### src/rtl/demux8_reg_if.sv
// rtl/demux8_reg_if.sv - input stream and eight output channel bundle for demux8_reg
interface demux8_reg_if #(
  parameter int WIDTH = 32
);
  logic                 in_valid;
  logic                 in_ready;
  logic [2:0]           in_sel;
  logic [WIDTH-1:0]     in_data;
  logic [7:0]           out_valid;
  logic [7:0]           out_ready;
  logic [8*WIDTH-1:0]   out_data;
  logic                 busy;

  // Producer and consumers side
  modport master (
    output in_valid, in_sel, in_data, out_ready,
    input  in_ready, out_valid, out_data, busy
  );

  // Demultiplexer side
  modport slave (
    input  in_valid, in_sel, in_data, out_ready,
    output in_ready, out_valid, out_data, busy
  );
endinterface

### src/rtl/demux8_reg.sv
// rtl/demux8_reg.sv - 1-to-8 registered demultiplexer with one entry per channel
module demux8_reg #(
  parameter int WIDTH = 32
) (
  input  logic         clk,
  input  logic         resetn,
  input  logic         flush,
  demux8_reg_if.slave  bus
);

  logic [7:0]            valid_q, valid_d;
  logic [7:0][WIDTH-1:0] data_q, data_d;
  logic                  in_ready;
  logic                  accept;

  // Target slot can take a new entry if it is empty or being drained this cycle
  always_comb begin
    in_ready = 1'b0;
    accept   = 1'b0;
    in_ready = !flush && (!valid_q[bus.in_sel] || bus.out_ready[bus.in_sel]);
    accept   = bus.in_valid && in_ready;
  end

  // Next state: drains clear, accept loads (winning over a same-cycle drain), flush clears all
  always_comb begin
    valid_d = valid_q & ~bus.out_ready;
    data_d  = data_q;
    if (accept) begin
      valid_d[bus.in_sel] = 1'b1;
      data_d[bus.in_sel]  = bus.in_data;
    end
    if (flush) begin
      valid_d = '0;
    end
  end

  // Channel registers; data is kept on drain and flush, only reset zeroes it
  always_ff @(posedge clk or negedge resetn) begin
    if (!resetn) begin
      valid_q <= '0;
      data_q  <= '0;
    end else begin
      valid_q <= valid_d;
      data_q  <= data_d;
    end
  end

  assign bus.in_ready  = in_ready;
  assign bus.out_valid = valid_q;
  assign bus.out_data  = data_q;
  assign bus.busy      = |valid_q;

endmodule
### src/flat_wrapper.sv
// flat-port wrapper written by rule: the top's interface ports become plain ports
module demux8_reg_flat 
#(
  parameter int WIDTH = 32
)
  (clk, resetn, flush, bus_in_valid, bus_in_sel, bus_in_data, bus_out_ready, bus_in_ready, bus_out_valid, bus_out_data, bus_busy);
  demux8_reg_if #(.WIDTH(WIDTH)) bus_i ();
  input  logic clk;
  input  logic resetn;
  input  logic flush;
  input wire logic [$bits(bus_i.in_valid)-1:0] bus_in_valid;
  input wire logic [$bits(bus_i.in_sel)-1:0] bus_in_sel;
  input wire logic [$bits(bus_i.in_data)-1:0] bus_in_data;
  input wire logic [$bits(bus_i.out_ready)-1:0] bus_out_ready;
  output wire logic [$bits(bus_i.in_ready)-1:0] bus_in_ready;
  output wire logic [$bits(bus_i.out_valid)-1:0] bus_out_valid;
  output wire logic [$bits(bus_i.out_data)-1:0] bus_out_data;
  output wire logic [$bits(bus_i.busy)-1:0] bus_busy;
  assign bus_i.in_valid = bus_in_valid;
  assign bus_i.in_sel = bus_in_sel;
  assign bus_i.in_data = bus_in_data;
  assign bus_i.out_ready = bus_out_ready;
  assign bus_in_ready = bus_i.in_ready;
  assign bus_out_valid = bus_i.out_valid;
  assign bus_out_data = bus_i.out_data;
  assign bus_busy = bus_i.busy;
  demux8_reg #(.WIDTH(WIDTH)) u_core (.clk(clk), .resetn(resetn), .flush(flush), .bus(bus_i));
endmodule
### config.mk
export PLATFORM = sky130hd
export DESIGN_NAME = demux8_reg_flat
export DESIGN_NICKNAME = d
export VERILOG_FILES = /design/src/rtl/demux8_reg_if.sv /design/src/rtl/demux8_reg.sv /design/src/flat_wrapper.sv
export SDC_FILE = /design/constraint.sdc
export NUM_CORES = 1
export LEC_CHECK = 0
export CORE_ASPECT_RATIO = 1.25
export CORE_MARGIN = 1.5
export CORE_UTILIZATION = 42
export CTS_CLUSTER_DIAMETER = 200
export DETAILED_ROUTE_END_ITERATION = 6
export GPL_ROUTABILITY_DRIVEN = 0
export PLACE_DENSITY = 0.87
export SETUP_SLACK_MARGIN = 0.1
export SLEW_MARGIN = 20
export SYNTH_ARGS = -nofsm -noshare
export SYNTH_HDL_FRONTEND = slang
export SYNTH_SLANG_ARGS = --single-unit
### constraint.sdc
create_clock -name clk -period 1.9 [get_ports clk]
set_input_delay 0.38 -clock clk [delete_from_list [all_inputs] [get_ports clk]]
set_output_delay 0.38 -clock clk [all_outputs]
set_load 0.005 [all_outputs]
Word level (Yosys, flattened, before mapping)
Index checks and enable logic that the tools add are counted.
W data, S select, Z words.

word-level totals
  bits in registers = 264
  bits of input ports = 47
  output and inout bits = 266
  logic and storage cells = 32

cells by class
  $lt $le $gt $ge = 2
  multiplexer cells = 11
  bitwise operators = 3
  reduce and logical (&&, ||, !) cells = 7

operators by type and width
  cell                  number
  $bwmux W256           1
  $demux W32 S3         1
  $mux W32              1
  $mux W8               2
  $and A8 B8 Y8         1
  $not A8 Y8            1
  $or A8 B8 Y8          1
  $reduce_or A8 Y1      1
  $bmux W1 S3           2
  $lt A3 B4 Y1 const B  1
  $demux W1 S3          1
  $ge A3 B1 Y1 const B  1
  $logic_and A1 B1 Y1   3
  $mux W1               3
  $logic_not A1 Y1      2
  $logic_or A1 B1 Y1    1

Longest topological paths before layout
  depth after elaboration = 8
  gate-level depth with buffers = 8
  gate-level depth less buffers = 5

Worst setup path after synthesis
OpenSTA, ideal clock, no wires.

  kind = in2reg
  start point = input port bus_in_sel[2]
  end point = register u_core.data_q, in the netlist u_core.bus.out_data[100]
  setup time = 125 ps
  arrival = 2060 ps
  data required time = 1775 ps
  slack = -285 ps
  stages = 8
  buffers on the path = 3
  cells stage by stage = buf_6 mux2_4 a221oi_2 nor2_1 or4_1 buf_2 buf_6 mux2_4

between the ends
  cells in the longest elaborated chain, start to end = 6
  elaborated cells on any way between the ends = 14
  those cells by class = 2 x order compare; 7 x mux; 5 x reduce/logical

ends and longest elaborated chain
  element                                                               line                text
  start: declaration                                                    flat_wrapper.sv:12  input wire logic [$bits(bus_i.in_sel)-1:0] bus_in_sel;
  parallel branches: the longest is 6 deep, another holds $lt A3 B4 Y1  -
  end signal: assignment                                                demux8_reg.sv:44    data_q <= data_d;
  end: declaration                                                      demux8_reg.sv:12    logic [7:0][WIDTH-1:0] data_q, data_d;

Several ways; the timed one is not identified. The select of a mux whose other input is x is not followed.
A chain may end at the register's enable or synchronous reset.

Worst setup path in the final report
  start point = register u_core.valid_q[7] (netlist: u_core.bus.out_valid[7])
  end point = output port bus_in_ready

between the ends
  cells in the longest elaborated chain, start to end = 5

ends and longest elaborated chain
  element                        line                text
  start: declaration             demux8_reg.sv:11    logic [7:0] valid_q, valid_d;
  start signal: assignment       demux8_reg.sv:43    valid_q <= valid_d;
  $bmux W1 S3                    demux8_reg.sv:20    in_ready = !flush && (!valid_q[bus.in_sel] || bus.out_ready[bus.in_sel]);
  $mux W1 (implied by the code)  demux8_reg.sv:20
  $logic_not A1 Y1               demux8_reg.sv:20
  $logic_or A1 B1 Y1             demux8_reg.sv:20
  $logic_and A1 B1 Y1            demux8_reg.sv:20
  end: declaration               flat_wrapper.sv:15  output wire logic [$bits(bus_i.in_ready)-1:0] bus_in_ready;

Every way passes these cells. The select of a mux whose other input is x is not followed.

==> summary.txt <==
Routing
  • Routed length per instance: 26.2 um
  • Post-DRT Antenna Nets: 0
  • Avg Vias per Cell: 5.26
  • # DRC: 0
  • Drt total wl: 37300 um
  • DR iter-0 viols: 434
  • DR vias: 7473
  • Pre-antenna DRT Iters: 4

Layout
  • Final std cells w/o fill: 1422
  • Area Growth Syn to Fin: 70.8%
  • Multi-input gate area: 4190 um2
  • Final Util: 73.3%
  • Register area: 6610 um2
  • Most frequent cells in the layout: 264 x dfrtp_1, 199 x mux2_4, 147 x dlymetal6s2s_1
  • # nets final: 1122
  • Fillers: 1333
  • Share of cells above drive strength 1: 44.3%
  • Commonest non-fill, non-tap cell in the layout: dfrtp_1

Setup path
  • R2R Path Start: u_core.bus.out_valid[7]
  • Critical path data required time: 1.52 ns
  • Reg2reg end: u_core.bus.out_data[109]
  • Worst EP arrival: 2.15 ns
  • Critical path capture point type: output pin
  • CP startpoint kind: register
  • WS Path Type: register to output pin
  • Crit Path Max Fanout: 2
  • Setup crit start: u_core.bus.out_valid[7]
  • Worst Reg-to-Reg Cells: 8
  • Internal reg-to-reg setup slack: -0.52 ns

Timing
  • Final worst setup slack: -0.629 ns
  • Max-slew violations: 0
  • Max Clock Freq: 395 MHz
  • RSZ-0062 raised after global routing: true
  • Final Setup Violations: 263
  • Final Cycle Share: 133%
  • Time the worst path needs with I/O delays and setup: 2.53 ns
  • Max transition margin: 61.7%
  • Worst Skew: 0.0211 ns
  • Worst Max-Slew Pin Slew: 0.574 ns
  • Final Hold Viols: 0

Clock network
  • Clk_lat worst skew: 0.53 ns
  • CTS clk-pin slew, worst paths: 0.07 ns
  • Num Clock Sinks: 264
  • CTS tree: done
  • H-tree depth: 1
  • CTS buffer count: 26
  • Root Buffer: clkbuf_16
  • Clock buffer depth: 3

Placement
  • Pre-CTS setup slack: -0.943 ns
  • IO buf count: 312
  • DPL Wire Length: 20100 um
  • Placed Cells: 1283

Hold path
  • Hold Startpoint: bus_out_ready[1]
  • Hold path depth: 2
  • Hold Path Class: primary input to register
  • Endpoint, Worst Hold: u_core.bus.out_valid[1]

Floorplanning
  • Die Y-Extent: 177 um
  • Width of the die: 142 um
  • Core area: 23800 um2
  • Row count: 63
  • Full die area: 25300 um2
  • IO Count: 313
  • Initial Util: 42.9%

Synthesis
  • Synth warn: 0
  • Synth cell types: 31
  • Post-Syn Instances: 620
  • Synth Register Bits: 264
  • Cell Area, Synth: 10200 um2
  • Share of synthesized area occupied by flip-flops and latches: 64.7%
  • Synth top area share: 64.7%
  • Area leader, netlist: dfrtp_1
  • Post-synth EDFFs: 0
  • Post-synthesis net count: 667
  • Prevailing post-synth register cell: dfrtp_1
  • Top area cells in the synthesized netlist: dfrtp_1 65%, mux2_1 16%, mux2_2 9.6%, mux2_4 4.4%, buf_4 0.88%
  • Synthesized area per cell: 16.5 um2
  • Async S/R FF share, synth: 100%

GRT
  • GRT Residual Overflow: 0
  • Largest net degree at the start of global routing: 70
  • First-pass GRT wire length: 52900 um
  • Initial antenna violation count: 1
  • Number of global-route vias before repair: 8213
  • GRT Total Usage: 28.3%

Status
  • Failing checks: negative setup slack
  • Status: complete, but fails checks

Run
  • Max_cap viols: 0

Power and ir drop
  • Max VDD drop: 0.921 mV
  • Leak: 0.0101 uW
  • PwrDens: 1110 nW/um2
==> repair_timing <==
| item | CTS | global route |
|---|---|---|
| setup buffers | 39 | 42 |
| endpoints found under the setup margin | 341 | 434 |
| resized for setup | 242 | 183 |
| hold buffers | 1 | 0 |
| pin swaps | 6 | 8 |
| gates cloned | 25 | 0 |
| endpoints found under the hold margin | 54 | 0 |
==> area by class of cell <==
type | instances | area share, %
flip-flops and latches | 264 | 37.9
multi-input cells | 319 | 24.0
clock inverters | 10 | 0.760
inverters | 2 | 0.0430
clock buffers | 38 | 4.51
well taps | 325 | 2.33
diodes | 2 | 0.0287
repair buffers | 462 | 30.5
==> sequential cells by signal, indices dropped and copies added, names as in the netlist <==
name	cells
u_core.bus.out_valid	8
u_core.bus.out_data	256
==> cell usage after synthesis (2+ instances only) <==
library cell and number:
nand2b_1 9, buf_6 4, clkbuf_1 5, dfrtp_1 264
mux2_4 30, a211oi_1 2, or3_1 2, inv_1 2
nor2_1 11, buf_4 12, nand2_1 13, o21ai_0 2
mux2i_1 2, mux2_1 142, buf_2 14, a21oi_1 3
nor4_1 2, mux2_2 87, nor2b_1 2
==> layer usage <==
layer / part of all wire [%] / track usage [%]
met5: 0 / 0
met4: 3.4 / 9.97
met3: 6.2 / 6.18
met2: 53 / 50.8
met1: 37 / 33.1
==> worst max-delay path, cell delays in order, from the launching register on <==
cell and delay [ns]:
dfrtp_1 0.40, mux2_4 0.27, a221o_1 0.36, a21oi_2 0.15, nor2_1 0.07, nor2_1 0.19, buf_2 0.16
==> through the flow <==
stage / power, uW / instance area (um2) / TNS, ns / hold WS [ns]
6_report: 19300 / 17400 / -71.50 / 0.222
4_1_cts: 19200 / 17000 / -46.26 / 0.193
3_5_place_dp: 13200 / 14500 / -213.38 / 0.390
3_3_place_gp: 13000 / 14500 / -210.24 / 0.387
5_1_grt: 20000 / 17400 / -80.76 / 0.210
2_1_floorplan: 9470 / 10600 / -42.25 / 0.0844
==> report_power, final <==
part	internal [uW]	switching [uW]	leakage, uW	total [uW]
clock	3280	2200	0.000458	5490
sequential	7040	863	0.00324	7900
combinational	4020	1900	0.00643	5930
==> kinds of logic after synthesis <==
kind of cell           Yosys count  synth area share [%]
buffers and inverters           37                  2.27
flip-flops                     264                  64.7
multiplexers                   261                  29.9
AO/OA/AOI/OAI                   17                  1.27
AND/OR/NAND/NOR                 41                  1.94
==> worst max path at each step <==
| stage | end | slack, ns | cells past startpoint |
|---|---|---|---|
| 2_1_floorplan | u_core.bus.out_data[100] | -0.28 | 8 |
| 3_3_place_gp | bus_in_ready | -0.96 | 7 |
| 3_5_place_dp | u_core.bus.out_data[97] | -0.94 | 7 |
| 4_1_cts | bus_in_ready | -0.53 | 6 |
| 5_1_grt | bus_in_ready | -0.64 | 6 |
| 6_report | bus_in_ready | -0.63 | 6 |
Power figures use the tool's default switching activity.
